==> config.mk <==
export PLATFORM = sky130hd
export DESIGN_NAME = microcode_rom
export DESIGN_NICKNAME = d
export VERILOG_FILES = /design/src/rtl/microcode_rom_pkg.sv /design/src/rtl/microcode_rom.sv
export SDC_FILE = /design/constraint.sdc
export NUM_CORES = 1
export LEC_CHECK = 0
export CAP_MARGIN = 40
export CORE_ASPECT_RATIO = 0.9
export CORE_MARGIN = 8
export CORE_UTILIZATION = 35
export CTS_BUF_LIST = sky130_fd_sc_hd__clkbuf_2 sky130_fd_sc_hd__clkbuf_4 sky130_fd_sc_hd__clkbuf_8
export DETAILED_ROUTE_END_ITERATION = 10
export PLACE_DENSITY = 0.87
export SYNTH_ARGS = -nofsm -noshare
export SYNTH_HDL_FRONTEND = slang
export SYNTH_SLANG_ARGS = --single-unit
==> constraint.sdc <==
create_clock -name clk -period 2.1 [get_ports clk]
set_input_delay 0.63 -clock clk [delete_from_list [all_inputs] [get_ports clk]]
set_output_delay 0.63 -clock clk [all_outputs]
set_load 0.03 [all_outputs]
==> src/rtl/microcode_rom_pkg.sv <==
// Shared control-unit constants: microaddress names, fixed control words and
// the field layout of a 36-bit control word.
package microcode_rom_pkg;

   localparam int ADDR_W = 5;
   localparam int WORD_W = 36;
   localparam int DEPTH  = 32;

   // next-microaddress field occupies the low bits of each word
   localparam int NA_MSB = 4;
   localparam int NA_LSB = 0;

   localparam logic [ADDR_W-1:0] FETCH1  = 5'd0;
   localparam logic [ADDR_W-1:0] JMPNZY1 = 5'd9;
   localparam logic [ADDR_W-1:0] JMPNZN1 = 5'd11;
   localparam logic [ADDR_W-1:0] MUL1    = 5'd18;
   localparam logic [ADDR_W-1:0] LOAD2   = 5'd20;
   localparam logic [ADDR_W-1:0] STORE3  = 5'd23;

   localparam logic [WORD_W-1:0] W_FETCH1  = 36'h0A0000001;
   localparam logic [WORD_W-1:0] W_JMPNZY1 = 36'h0A000000A;
   localparam logic [WORD_W-1:0] W_JMPNZN1 = 36'h000000100;
   localparam logic [WORD_W-1:0] W_MUL1    = 36'h060074C00;
   localparam logic [WORD_W-1:0] W_LOAD2   = 36'h210000000;
   localparam logic [WORD_W-1:0] W_STORE3  = 36'h100000000;
   localparam logic [WORD_W-1:0] W_NOP     = '0;

   function automatic logic [ADDR_W-1:0] next_addr(input logic [WORD_W-1:0] word);
      return word[NA_MSB:NA_LSB];
   endfunction

endpackage

==> src/rtl/microcode_rom.sv <==
// Microsequencer control store: 32 x 36-bit fixed table with a registered
// output so the control word holds steady for a whole cycle.
module microcode_rom
   import microcode_rom_pkg::*;
(
   input  logic              clk,
   input  logic              rst,
   input  logic [ADDR_W-1:0] addr,
   output logic [WORD_W-1:0] out
);

   logic [WORD_W-1:0] w_word;
   logic [WORD_W-1:0] r_out;

   // unlisted addresses decode to the all-zero no-op word
   always_comb begin
      w_word = W_NOP;
      case (addr)
         FETCH1:  w_word = W_FETCH1;
         JMPNZY1: w_word = W_JMPNZY1;
         JMPNZN1: w_word = W_JMPNZN1;
         MUL1:    w_word = W_MUL1;
         LOAD2:   w_word = W_LOAD2;
         STORE3:  w_word = W_STORE3;
         default: w_word = W_NOP;
      endcase
   end

   always_ff @(posedge clk or posedge rst) begin
      if (rst) r_out <= '0;
      else     r_out <= w_word;
   end

   assign out = r_out;

endmodule

=== Yosys cells after proc, flatten, opt, wreduce, memory -nomap -nowiden ===
Cells that the tools add are included.

* Equality and inequality tests: 5
* Multiplexer cells: 1
* Reductions and logical operators: 1

{| class="wikitable"
|+ Operator list
! operator !! number
|-
| 34-bit one-hot mux with 6 select lines || 1
|-
| 5-bit == test, second input constant || 3
|-
| 5-bit by 4-bit == test with 1-bit output, second input constant || 2
|-
| 5-bit zero test || 1
|}

* Register bits: 36
* Bits of input ports: 7
* Output and inout bits: 36
* Logic and storage cells: 8

=== Depth between registers and ports, before layout ===
Gate-level depths: netlist of run 1.

* Depth after elaboration: 2
* Depth in mapped cells: 2
* Gate-level depth less buffers: 2

=== Worst setup path before layout of run 1 ===
Ideal clock, no wire load.

* Path kind: reg-to-output
* Start: register out[30] (netlist name)
* End: output port out[11]
* Data arrival time: 794 ps
* Required time: 1470 ps
* Slack: 676 ps
* Cell stages (with the launch flop): 2
* Path buffers: 1
* Cells stage by stage: dfrtp_1 -> buf_4

{| class="wikitable"
|+ RTL lines
! item !! RTL line !! source
|-
| end, declared || microcode_rom.sv:9 || <nowiki>output logic [WORD_W-1:0] out</nowiki>
|}

=== Worst setup path after layout of run 1 ===
* Start: register r_out[30] (netlist: out[30])
* End: output port out[30]

{| class="wikitable"
|+ RTL lines
! item !! RTL line !! source
|-
| start, declared || microcode_rom.sv:13 || <nowiki>logic [WORD_W-1:0] r_out;</nowiki>
|-
| start signal, assigned || microcode_rom.sv:31 || <nowiki>else r_out <= w_word;</nowiki>
|}

No word-level cell between the ends.

==> results of run 1 <==
final timing paths:
kind,from,endpoint,cells after the start
worst max-delay path,out[30]$_DFF_PP0_,out[30],1
worst min-delay path,rst,out[0]$_DFF_PP0_,2
max in group asynchronous,rst,out[8]$_DFF_PP0_,2
min in group clk,addr[0],out[32]$_DFF_PP0_,3
routing by layer:
metal / vias to the layer above / wire [µm]
met3: 2 / 115
met2: 22 / 464
li1: 152 / -
met1: 143 / 324
met4: 0 / 19
met5: - / 0
cell type report:
class,count,area share
Multi-Input combinational cell,35,0.262
Sequential cell,8,0.316
Clock buffer,3,0.0355
Inverter,1,0.00592
Timing Repair Buffer,22,0.351
Tap cell,15,0.0296
placed cells by master, fill, tap and decap left out:
cell type / count
a21oi_2: 1
clkbuf_4: 3
clkdlybuf4s50_1: 21
conb_1: 20
dfrtp_1: 8
dlymetal6s2s_1: 1
inv_1: 1
nand2_1: 4
nor2_1: 2
nor3_1: 2
nor4_1: 1
nor4b_1: 1
o32ai_1: 1
or2_1: 1
or3_4: 1
xor2_1: 1
power groups by stage:
stage	Sequential (W)	Clock [W]	Combinational (W)
finish	0.000159	0.000108	0.000100
global route	0.000159	0.000126	0.000106
CTS	0.000159	0.000113	0.0000991
detailed placement	0.000162	0	0.0000991
global placement	0.000161	0	0.0000983
floorplan	0.000168	0	0.0000956
logic make-up (layout without fill, tap and decap cells):
| group | count (synthesis) | in the layout | synth area share |
|---|---|---|---|
| other cells | 1 | 20 | 0.00736 |
| simple gates | 12 | 12 | 0.128 |
| compound gates | 2 | 2 | 0.0344 |
| xor+xnor | 1 | 1 | 0.0172 |
| flops | 8 | 8 | 0.393 |
| buf+inv | 29 | 26 | 0.420 |
through the flow:
step,setup slack [ns],util,cells,hold slack (ns),instance area (µm²)
finish,0.0934,0.453,84,0.614,634
global route,0.00139,0.453,84,0.627,634
CTS,0.0586,0.452,84,0.613,632
detailed placement,0.292,0.436,81,0.880,609
global placement,0.337,0.436,81,0.878,609
floorplan,0.676,-,72,0.446,581
timing repair:
action | in CTS | in global routing
hold buffers | 0 | 0
setup endpoints to repair | 0 | 2
buffers inserted | 0 | 0
gates resized for setup | 0 | 1
==> flow_summary_export.csv, run 1 <==
group,metric,value,unit
grt,top_usage_layer,"met2",
grt,grt_pass1_vias,312,
synthesis,synth_warnings,0,
power,max-vdd-ir-drop,199,µV
finish,multi_input_area,166,µm²
synthesis,synth-edff-count,0,
grt,grt_overflow,0,
drt,post-route-drc-count,0,
synthesis,ys_seq_elements,8,
sta,rsz0062_at_grt,"no",
setup_path,cp_num_buf_inv,1,
finish,nNetsFinal,78,
setup_path,cpLargestDelayFamily,"buffers and inverters",
synthesis,synth_flop_cell,"dfrtp_1",
synthesis,synth_top_area_share,0.413,
drt,wire_per_inst,11.0,µm
drt,drt_iter0_markers,4,
placed_design,port_buffers,22,
floorplan,placement_rows,13,
synthesis,yosys-top-cells-count,"28 x buf_4, 8 x dfrtp_1, 4 x nand2_1",
finish,regArea,200,µm²
power,p_per_area,579,mW/mm²
clock_tree,cts_sinks,8,
clock_tree,clk_path_buf_depth,2,
finish,largest_reg_flops,8,
setup_path,worst_path_max_delay_cell,"clkdlybuf4s50_1",
finish,drive_gt1_frac,0.0725,
setup_path,cp.arrival,1.38,ns
run_status,outcome,"finished clean",
setup_path,critPathRequiredTime,1.47,ns
placed_design,gp_congestion,0.728,
setup_path,crit_chain,"clkdlybuf4s50_1",
grt,grt_pass1_wl,1350,µm
grt,use_met2,0.0886,
power,leakage,0.315,nW
synthesis,synth_cell_types,14,
grt,grt_start_max_net_pins,9,
synthesis,ys_seq_area_frac,0.393,
finish,diodes,0,
drt,drt_wl_total,923,µm
power,total_power,0.000367,W
power,intPower,0.000247,W
floorplan,dieArea,0.00293,mm²
clock_tree,cts-root-buf,"clkbuf_4",
synthesis,yosysMostFrequentCell,"buf_4",
synthesis,synth.avg_cell_area,9.61,µm²
floorplan,coreArea,0.00140,mm²
setup_path,slowest_delay,0.71,ns
drt,vias,319,
finish,syn2layout_area_growth,24.6,%
setup_path,start_kind,"flop",
drt,via_per_inst,3.80,
grt,antenna_found_initial,0,
sta,post-route-min-period,2.01,ns
power,p_sw,0.000121,W
placed_design,hpwl,833,µm
clock_tree,htreeDepth,1,
floorplan,die_y,52.2,µm
sta,setup_viol,0,
sta,drv_slew,0,
finish,fill_cells,142,
drt,drt-pass1-iter-count,4,
synthesis,async_flop_share,1.00,
sta,fin_setup_tns,0,ns
floorplan,die_w,56.2,µm
min_path,min_path_type,"input port to asynchronous set/reset pin",
sta,fmaxAchievable,498,MHz
setup_path,critPathCaptureType,"output port",
job,cap_violations,0,
clock_tree,cts_tree,"yes",
sta,fin_crit_sh,0.956,
setup_path,crit_type,"flop to output port",
setup_path,critPathMaxFanout,7,
grt,met3_usage,0.0485,
synthesis,postSynthCellCount,53,
floorplan,io-pin-count,43,
synthesis,synth.largest_area_cell,"buf_4",
clock_tree,cts_made_buffers,3,
power,combPwrFrac,0.273,
power,sequentialPowerShare,0.433,
power,swShare,0.329,
synthesis,syn_area,509,µm²
floorplan,start_util,0.364,
grt,grt_use_met1,0.0476,
drt,drtAntennaViolNets,0,
clock_tree,clk_pin_slew,0.05,ns
grt,groute.usage.overall,0.0623,
power,clockPowerShare,0.294,
synthesis,synth_area_leaders,"buf_4 41%, dfrtp_1 39%, nand2_1 2.9%, or3_4 2.2%, nor3_1 2.0%",
sta,finalHoldViolCount,0,
Note: power is estimated with default switching activity, not from simulation.
==> inputs of run 2 (changes only) <==
GPL_ROUTABILITY_DRIVEN = 0   (was not set)
==> results of run 2 <==
The final DEF is identical to that of run 1; final timing and power are the same.
